`src/rtl/cordic_pkg.sv`:
```
// Shared constants for the vectoring CORDIC: arctangent table in turn units,
// inverse CORDIC gain and the controller state type.
package cordic_pkg;

  typedef enum logic [1:0] {
    ST_IDLE,
    ST_ROT,
    ST_FIN,
    ST_DONE
  } cordic_state_t;

  // 1/K for the infinite-iteration CORDIC gain, Q0.32.
  localparam logic [31:0] INV_GAIN = 32'h9B74EDA8;

  // round(atan(2^-i) / (2*pi) * 2^40)
  localparam logic [63:0] ATAN40 [40] = '{
    64'd137438953472, 64'd81134951838,  64'd42869480287,  64'd21761217566,
    64'd10922836750,  64'd5466743129,   64'd2734038620,   64'd1367102738,
    64'd683561799,    64'd341782203,    64'd170891265,    64'd85445653,
    64'd42722829,     64'd21361415,     64'd10680707,     64'd5340354,
    64'd2670177,      64'd1335088,      64'd667544,       64'd333772,
    64'd166886,       64'd83443,        64'd41722,        64'd20861,
    64'd10430,        64'd5215,         64'd2608,         64'd1304,
    64'd652,          64'd326,          64'd163,          64'd81,
    64'd41,           64'd20,           64'd10,           64'd5,
    64'd3,            64'd1,            64'd1,            64'd0
  };

  // Table entry rounded to an accumulator where 2^zw is one full turn.
  function automatic logic [63:0] atan_entry(input logic [5:0] i, input int unsigned zw);
    return (ATAN40[i] + (64'd1 << (39 - zw))) >> (40 - zw);
  endfunction

endpackage

```
`src/rtl/cordic_micro_rotation.sv`:
```
// One vectoring-mode micro-rotation: drives y toward zero and accumulates the
// rotated angle. Purely combinational; reused for every iteration.
module cordic_micro_rotation #(
  parameter int unsigned XW = 18,
  parameter int unsigned ZW = 19,
  parameter int unsigned SW = 4
) (
  input  logic signed [XW-1:0] x_i,
  input  logic signed [XW-1:0] y_i,
  input  logic        [ZW-1:0] z_i,
  input  logic        [SW-1:0] shift_i,
  input  logic        [ZW-1:0] atan_i,
  output logic signed [XW-1:0] x_o,
  output logic signed [XW-1:0] y_o,
  output logic        [ZW-1:0] z_o
);

  logic signed [XW-1:0] x_sh;
  logic signed [XW-1:0] y_sh;

  always_comb begin
    x_sh = x_i >>> shift_i;
    y_sh = y_i >>> shift_i;
    if (y_i[XW-1]) begin
      x_o = x_i - y_sh;
      y_o = y_i + x_sh;
      z_o = z_i - atan_i;
    end else begin
      x_o = x_i + y_sh;
      y_o = y_i - x_sh;
      z_o = z_i + atan_i;
    end
  end

endmodule

```
`src/rtl/cordic_phase_mag.sv`:
```
// Iterative vectoring CORDIC: (x, y) -> phase in 2^WIDTH-per-turn code.
// Define CORDIC_PHASE_MAG_MAGNITUDE_EN to also produce gain-compensated magnitude.
module cordic_phase_mag
  import cordic_pkg::*;
#(
  parameter int unsigned WIDTH = 16,
  parameter int unsigned ITER  = WIDTH
) (
  input  logic                    clk,
  input  logic                    reset_n,
  input  logic                    s_valid,
  output logic                    s_ready,
  input  logic signed [WIDTH-1:0] s_x,
  input  logic signed [WIDTH-1:0] s_y,
  output logic                    m_valid,
  input  logic                    m_ready,
  output logic        [WIDTH-1:0] m_phase,
  output logic        [WIDTH-1:0] m_mag
);

  localparam int unsigned XW = WIDTH + 2;
  localparam int unsigned ZW = WIDTH + 3;
  localparam int unsigned CW = $clog2(ITER);
  localparam logic [CW-1:0] CNT_LAST = CW'(ITER - 1);

  cordic_state_t        state_q, state_d;
  logic signed [XW-1:0] x_q, x_d, y_q, y_d;
  logic        [ZW-1:0] z_q, z_d;
  logic        [CW-1:0] cnt_q, cnt_d;
  logic                 zero_q, zero_d;
  logic     [WIDTH-1:0] phase_q, phase_d;

  logic signed [XW-1:0] sx_ext, sy_ext, x_rot, y_rot;
  logic        [ZW-1:0] z_rot, atan_i, z_rnd;

  assign sx_ext = {{2{s_x[WIDTH-1]}}, s_x};
  assign sy_ext = {{2{s_y[WIDTH-1]}}, s_y};
  assign atan_i = ZW'(atan_entry(6'(cnt_q), ZW));
  assign z_rnd  = z_q + ZW'(4);

  cordic_micro_rotation #(
    .XW(XW),
    .ZW(ZW),
    .SW(CW)
  ) u_rot (
    .x_i    (x_q),
    .y_i    (y_q),
    .z_i    (z_q),
    .shift_i(cnt_q),
    .atan_i (atan_i),
    .x_o    (x_rot),
    .y_o    (y_rot),
    .z_o    (z_rot)
  );

`ifdef CORDIC_PHASE_MAG_MAGNITUDE_EN
  localparam int unsigned PW = XW + 32;
  logic             fin2_q, fin2_d;
  logic [WIDTH-1:0] magc_q, magc_d, mag_q, mag_d;
  logic [PW-1:0]    prod;
  logic [XW-1:0]    mag_full;
  logic [WIDTH-1:0] mag_sat;

  // x is non-negative after the pre-fold, so it is scaled as unsigned.
  always_comb begin
    prod     = PW'($unsigned(x_q)) * PW'(INV_GAIN) + (PW'(1) << 31);
    mag_full = XW'(prod >> 32);
    mag_sat  = (|mag_full[XW-1:WIDTH]) ? '1 : mag_full[WIDTH-1:0];
  end
  assign m_mag = mag_q;
`else
  assign m_mag = '0;
`endif

  always_comb begin
    state_d = state_q;
    x_d     = x_q;
    y_d     = y_q;
    z_d     = z_q;
    cnt_d   = cnt_q;
    zero_d  = zero_q;
    phase_d = phase_q;
`ifdef CORDIC_PHASE_MAG_MAGNITUDE_EN
    fin2_d  = fin2_q;
    magc_d  = magc_q;
    mag_d   = mag_q;
`endif
    case (state_q)
      ST_IDLE: begin
        if (s_valid) begin
          zero_d  = (s_x == '0) && (s_y == '0);
          cnt_d   = '0;
          state_d = ST_ROT;
          // Left half-plane: rotate by half a turn so CORDIC convergence holds.
          if (s_x[WIDTH-1]) begin
            x_d = -sx_ext;
            y_d = -sy_ext;
            z_d = {1'b1, {(ZW-1){1'b0}}};
          end else begin
            x_d = sx_ext;
            y_d = sy_ext;
            z_d = '0;
          end
        end
      end
      ST_ROT: begin
        x_d   = x_rot;
        y_d   = y_rot;
        z_d   = z_rot;
        cnt_d = cnt_q + 1'b1;
        if (cnt_q == CNT_LAST) state_d = ST_FIN;
      end
      ST_FIN: begin
`ifdef CORDIC_PHASE_MAG_MAGNITUDE_EN
        if (!fin2_q) begin
          magc_d = mag_sat;
          fin2_d = 1'b1;
        end else begin
          phase_d = zero_q ? '0 : WIDTH'(z_rnd >> 3);
          mag_d   = zero_q ? '0 : magc_q;
          fin2_d  = 1'b0;
          state_d = ST_DONE;
        end
`else
        phase_d = zero_q ? '0 : WIDTH'(z_rnd >> 3);
        state_d = ST_DONE;
`endif
      end
      ST_DONE: begin
        if (m_ready) state_d = ST_IDLE;
      end
      default: state_d = ST_IDLE;
    endcase
  end

  always_ff @(posedge clk or negedge reset_n) begin
    if (!reset_n) begin
      state_q <= ST_IDLE;
      x_q     <= '0;
      y_q     <= '0;
      z_q     <= '0;
      cnt_q   <= '0;
      zero_q  <= 1'b0;
      phase_q <= '0;
`ifdef CORDIC_PHASE_MAG_MAGNITUDE_EN
      fin2_q  <= 1'b0;
      magc_q  <= '0;
      mag_q   <= '0;
`endif
    end else begin
      state_q <= state_d;
      x_q     <= x_d;
      y_q     <= y_d;
      z_q     <= z_d;
      cnt_q   <= cnt_d;
      zero_q  <= zero_d;
      phase_q <= phase_d;
`ifdef CORDIC_PHASE_MAG_MAGNITUDE_EN
      fin2_q  <= fin2_d;
      magc_q  <= magc_d;
      mag_q   <= mag_d;
`endif
    end
  end

  assign s_ready = (state_q == ST_IDLE);
  assign m_valid = (state_q == ST_DONE);
  assign m_phase = phase_q;

endmodule

```
`config.mk`:
```
export PLATFORM = sky130hd
export DESIGN_NAME = cordic_phase_mag
export DESIGN_NICKNAME = d
export VERILOG_FILES = /design/src/rtl/cordic_pkg.sv /design/src/rtl/cordic_micro_rotation.sv /design/src/rtl/cordic_phase_mag.sv
export SDC_FILE = /design/constraint.sdc
export NUM_CORES = 1
export LEC_CHECK = 0
export ABC_AREA = 1
export BUFFER_PORTS_ARGS = -buffer_cell sky130_fd_sc_hd__buf_4
export CAP_MARGIN = 25
export CORE_MARGIN = 1.5
export CORE_UTILIZATION = 55
export DETAILED_ROUTE_END_ITERATION = 12
export PLACE_DENSITY_LB_ADDON = 0.12
export SLEW_MARGIN = 20
export SYNTH_ARGS = -nofsm -noshare
export SYNTH_HDL_FRONTEND = slang
export SYNTH_SLANG_ARGS = --single-unit
```
`constraint.sdc`:
```
create_clock -name clk -period 4.2 [get_ports clk]
set_input_delay 0.63 -clock clk [delete_from_list [all_inputs] [get_ports clk]]
set_output_delay 0.63 -clock clk [all_outputs]
set_load 0.05 [all_outputs]
```
Word level (Yosys, flattened, before mapping) --
Memory sizes are Yosys's and may differ from the RTL's. Index checks and enable logic that the tools add are counted.
Word-level totals: register bits 78, bits in read-only memories 4096, input port bits 36, output and inout port bits 34, word-level logic and storage cells 59, memories kept 1
Memory list:
- (name not given) | depth 64, bits a word 64, read ports 1, clocked after Yosys merged registers in 0, write ports 0, RTL line cordic_pkg.sv:31 | return (ATAN40[i] + (64'd1 << (39 - zw))) >> (40 - zw);
Cells by class: add/subtract/negate cells 11, order comparisons 1, equality and inequality tests 7, shift operators 2, mux-type cells 21, bitwise logic cells 1, reduce and logical (&&, ||, !) cells 8
Operators with widths (number):
- two-way mux 18 bit | 6
- two-way mux 40 bit | 2
- case mux 18 bit (2 select lines) | 2
- two-way mux 19 bit | 3
- adder 40 x 21 -> 40 bit (second input constant) | 1
- case mux 19 bit (2 select lines) | 1
- adder 18 bit | 2
- negator 16 -> 18 bit | 2
- >>> shifter 18 x 4 -> 18 bit | 2
- subtractor 18 bit | 2
- zero test 16 bit | 2
- adder 19 bit | 1
- adder 19 x 3 -> 19 bit (second input constant) | 1
- subtractor 19 bit | 1
- two-way mux 16 bit | 1
- case mux 2 bit (4 select lines) | 1
- case mux 4 bit (2 select lines) | 1
- >= comparator 7 bit (second input constant) | 1
- inverter 4 -> 7 bit | 1
- two-way mux 2 bit | 3
- adder 4 x 1 -> 4 bit (second input constant) | 1
- == test 2 bit (second input constant) | 2
- == test 4 bit (second input constant) | 1
- two-way mux 4 bit | 1
- other kinds (8) | 10

Logic depth before layout (Yosys ltp) --
word-level depth 8, mapped depth 33, mapped depth without buffers 31

Cells and area by module --
A second synthesis with hierarchy kept.
Unflattened totals: cells, all modules 1785, area total of the unflattened synthesis 10769.1 µm²
Modules (own cells, without submodules):
- cordic_micro_rotation | instances 1, cells an instance 994, area each 5486.5 µm², seq. area each 0.0 µm²
- cordic_phase_mag | instances 1, cells an instance 791, area each 5282.6 µm², seq. area each 1951.9 µm²

Worst setup path after synthesis --
OpenSTA, ideal clock, no wires.
kind register -> register, start point reg cnt_q[1], end point reg z_q[18], library setup time 77 ps, arrival 4019 ps, data required time 4123 ps, slack 104 ps, cell stages (with the launch flop) 31, period minus slack after synthesis 4096 ps, cell sequence dfrtp_1 -> buf_4 -> inv_2 -> buf_2 -> ha_1 -> nand2_1 -> nand4_1 -> nand2_1 -> inv_1 -> ha_1 -> nand3_1 -> nor2_2 -> nand2_1 -> nand2_1 -> nand2_2 -> nor2_1 -> nand3_1 -> nand2_1 -> nand2_1 -> a21oi_2 -> nand2_1 -> xor2_1 -> ha_1 -> nand2_1 -> nor2_1 -> nand2_1 -> o311ai_0 -> inv_1 -> nand3_1 -> nand3_1 -> a21oi_1
On the way: cells in the longest elaborated chain, start to end 8, elaborated cells between the ends (all ways) 9, classes of those cells add/sub: 3; mux: 4; bitwise: 1; memory: 1
RTL lines:
- start, declared | RTL line cordic_phase_mag.sv:29 | logic [CW-1:0] cnt_q, cnt_d;
- start signal, assigned | RTL line cordic_phase_mag.sv:155 | cnt_q <= cnt_d;
- inverter 4 -> 7 bit (not written as such) * | RTL line cordic_pkg.sv:31
- memory (64 x 64 bit) *
- two-way mux 40 bit (not written as such) * (2 in series) | RTL line cordic_pkg.sv:31
- adder 40 x 21 -> 40 bit * | RTL line cordic_pkg.sv:31
- adder 19 bit or subtractor 19 bit (tied branches) | RTL line cordic_micro_rotation.sv:31, cordic_micro_rotation.sv:27
- two-way mux 19 bit * | RTL line cordic_micro_rotation.sv:24 | if (y_i[XW-1]) begin
- case mux 19 bit (2 select lines) * | RTL line cordic_phase_mag.sv:88 | case (state_q)
- end signal, assigned | RTL line cordic_phase_mag.sv:154 | z_q <= z_d;
- end, declared | RTL line cordic_phase_mag.sv:28 | logic [ZW-1:0] z_q, z_d;
Every way passes the cells marked *; elsewhere a longest branch is shown, timed or not. The select of a mux whose other input is x is not followed. A chain may end at the register's enable or synchronous reset.

Worst setup path after layout --
start point reg cnt_q[0], end point reg y_q[17]
On the way: cells in the longest elaborated chain, start to end 4, elaborated cells between the ends (all ways) 5, classes of those cells add/sub: 2; shift: 1; mux: 2
RTL lines:
- >>> shifter 18 x 4 -> 18 bit * | RTL line cordic_micro_rotation.sv:22 | x_sh = x_i >>> shift_i;
- subtractor 18 bit or adder 18 bit (tied branches) | RTL line cordic_micro_rotation.sv:30, cordic_micro_rotation.sv:26
- two-way mux 18 bit * | RTL line cordic_micro_rotation.sv:24
- case mux 18 bit (2 select lines) * | RTL line cordic_phase_mag.sv:88
- end signal, assigned | RTL line cordic_phase_mag.sv:153 | y_q <= y_d;
- end, declared | RTL line cordic_phase_mag.sv:27 | logic signed [XW-1:0] x_q, x_d, y_q, y_d;
Every way passes the cells marked *; elsewhere a longest branch is shown, timed or not.

==> results by group <==
Synthesis
  – EDFF count, synth: 0
  – Synth async-reset ratio: 1.00
  – Biggest area consumer among synthesized cells: dfrtp_1
  – Commonest cells in the netlist: nand2_1, inv_1, o21ai_0
  – Synth top area share: 0.196
  – Gate Count Post-Synth: about 1600
  – Yosys cell types: slightly above 60
  – Synth Cell Area: between 9000 and 10000 µm²
  – Most frequent cell after synthesis: nand2_1
  – Yosys reg bits: 78
  – Area contributors post-synth: dfrtp_1, nand2_1, ha_1
  – Ys flop type: dfrtp_1
  – Ys Warns: 0
  – Syn avg cell area: approximately 6.3 µm²
  – Post-synthesis sequential area ratio: 0.196

Global route
  – Met1 usage: 0.409
  – Grt ovf: 0
  – Grt met3 use: 0.0475
  – Largest net degree at the start of global routing: between 60 and 70
  – Met2 Usage GRT: 0.586
  – Initial antenna violation count: 0
  – First-pass GRT wire length: ~50000 µm
  – Vias in the first global route: 9951
  – Most Used Layer, Global Route: met2
  – Overall Global Routing Usage: 0.335

Timing
  – FMAX: 239 MHz
  – Tightest Pin Transition: 0.969 ns
  – Fin. Hold Viols: 0
  – Pins Over Slew Limit: 0
  – RSZ-0062 raised after global routing: true
  – Setup violators final: 0
  – Slew margin rel.: 0.352
  – Clk_skew: slightly above 0.02 ns
  – Period minus WS final: about 4.2 ns
  – Final period utilization: 0.994

Hold path
  – Hold WC Path Type: in2async

Finish
  – Non-filler cells, final: around 1900
  – Ant diodes: 0
  – # fillers: roughly 1600
  – Final nets: 1814
  – Final core utilization: 0.689
  – Finished Cell Area: about 12000 µm²
  – Fraction of layout cells with a size suffix above 1: 0.221
  – P&R area growth vs syn: 23.7%

Critical path
  – Slowest CP cell: dfrtp_2
  – Critical path's largest stage delay: between 0.4 and 0.5 ns
  – CP max FO: 7
  – Reg-to-reg endpoint: y_q[17]
  – Kind of critical path: reg2reg
  – Critical Path Most Common Cell: nand2_1
  – RR Startpoint: cnt_q[0]
  – R2R cell count: 30
  – Required time of the critical path: 4.50 ns
  – Crit path max-delay family: simple AND/OR/NAND/NOR gates
  – Bufs and invs on worst path: 6
  – Worst reg2reg setup slack: between 0.02 and 0.025 ns
  – Critical Path Start Type: flop
  – CP endpoint kind: flop
  – Arrival time worst endpoint: about 4.5 ns

Floorplanning
  – Die width: between 100 and 150 µm
  – Die height: 138 µm
  – I/O Pins: 70
  – Initial Util: 0.557
  – Core area: 17900 µm²
  – DIE AREA: 19000 µm²
  – Row count: slightly below 50

Drt
  – Residual DRC: 0
  – Final WL: roughly 34000 µm
  – Vias: approximately 11000
  – Drt wl/cell: roughly 17 µm
  – Initial drt markers: around 840
  – DR vias/cell: approximately 5.9
  – Antenna viol nets, final: 0
  – Drt pass-1 iters: 5

CTS
  – CTS HTree Levels: 3
  – Clock latency on the worst-skew pair: 0.37 ns
  – TritonCTS buffer count: 9
  – Clock buffer depth: 2
  – Root buf cell: clkbuf_16
  – Clock transition at path regs: around 0.09 ns
  – Clock sink count: 78
  – TritonCTS clock tree: done

Placement
  – Post-detail-place hpwl: approximately 24000 µm
  – Placed cell areas: between 10000 and 15000 µm²
  – Gpl congestion: ~0.97
  – Port bufs: 53
  – Placed insts: around 1900

Status
  – Status: finished, final reports clean

Job
  – Max cap viols: 0
worst max path at each step:
| stage | slack (ns) | cells past startpoint | to | startpoint |
|---|---|---|---|---|
| floorplan | 0.10 | 30 | z_q[18] | cnt_q[1] |
| global placement | -0.09 | 27 | y_q[17] | cnt_q[0] |
| detailed placement | -0.17 | 26 | y_q[17] | cnt_q[0] |
| CTS | -0.03 | 29 | y_q[17] | cnt_q[0] |
| global route | -0.26 | 31 | z_q[17] | cnt_q[0] |
| finish | 0.02 | 30 | y_q[17] | cnt_q[0] |
sequential cells by signal, summed over array words and instances (netlist names):
name     flops
m_phase     16
state_q      2
y_q         18
x_q         18
cnt_q        4
zero_q       1
z_q         19
layer usage:
layer	part of all wire	vias to the layer above
met4	0.041	0
met5	0	-
met2	0.49	406
met3	0.058	92
li1	-	5575
met1	0.41	5276
through the flow:
step / hold WS, ns / setup WS, ns / TNS [ns]
floorplan: 0.334 / 0.104 / 0
global placement: 0.469 / -0.0902 / -0.0996
detailed placement: 0.474 / -0.172 / -0.207
CTS: 0.303 / -0.0295 / -0.0295
global route: 0.328 / -0.262 / -1.77
finish: 0.272 / 0.0238 / 0
worst reg2reg max path: cells and delay by family (launching register included):
family | cells | cell delay [ns]
AO/OA/AOI/OAI | 5 | 0.85
flip-flops | 1 | 0.47
buffers and inverters | 6 | 0.66
adder cells (fa/ha/maj) | 2 | 0.42
AND/OR/NAND/NOR | 17 | 1.74
logic make-up after synthesis:
family / count (synthesis) / share of synthesized area
muxes: 1 / 0.00100
buffers and inverters: 264 / 0.117
DFF: 78 / 0.196
AOI/OAI and AO/OA: 425 / 0.248
xor gates and xnor gates: 53 / 0.0465
other: 1 / 0.000376
and+or+nand+nor: 688 / 0.298
adders and majority gates: 73 / 0.0938
final cells by class:
class                   instances  area [µm²]  share of cell area
clock inverters                 7        72.6             0.00588
flip-flops and latches         78        1950               0.158
inverters                     187         709              0.0575
multi-input cells            1256        7640               0.619
clock buffers                   9         225              0.0183
repair buffers                173        1460               0.118
well taps                     229         287              0.0232
cell usage in the layout (no fill, tap or decap), drive strengths merged, types with 13 or more instances in the layout:
master,n
nand2,372
o21ai,200
inv,189
buf,171
nor2,130
a21oi,121
nand3,120
dfrtp,78
ha,70
xor2,39
nor3,25
a31oi,24
nand4,18
conb,16
xnor2,14
o22ai,13
or2,13
timing repair:
| item | in CTS | in global routing |
|---|---|---|
| setup buffers | 0 | 37 |
| hold buffers | 0 | 0 |
| gates resized for setup | 6 | 193 |
| endpoints found under the setup margin | 4 | 26 |
| cloned | 0 | 4 |
| pin swaps | 0 | 91 |
Power is left out: the tool's default activity adds up to more than one toggle a clock period on the data nets, which glitch-free logic cannot reach.
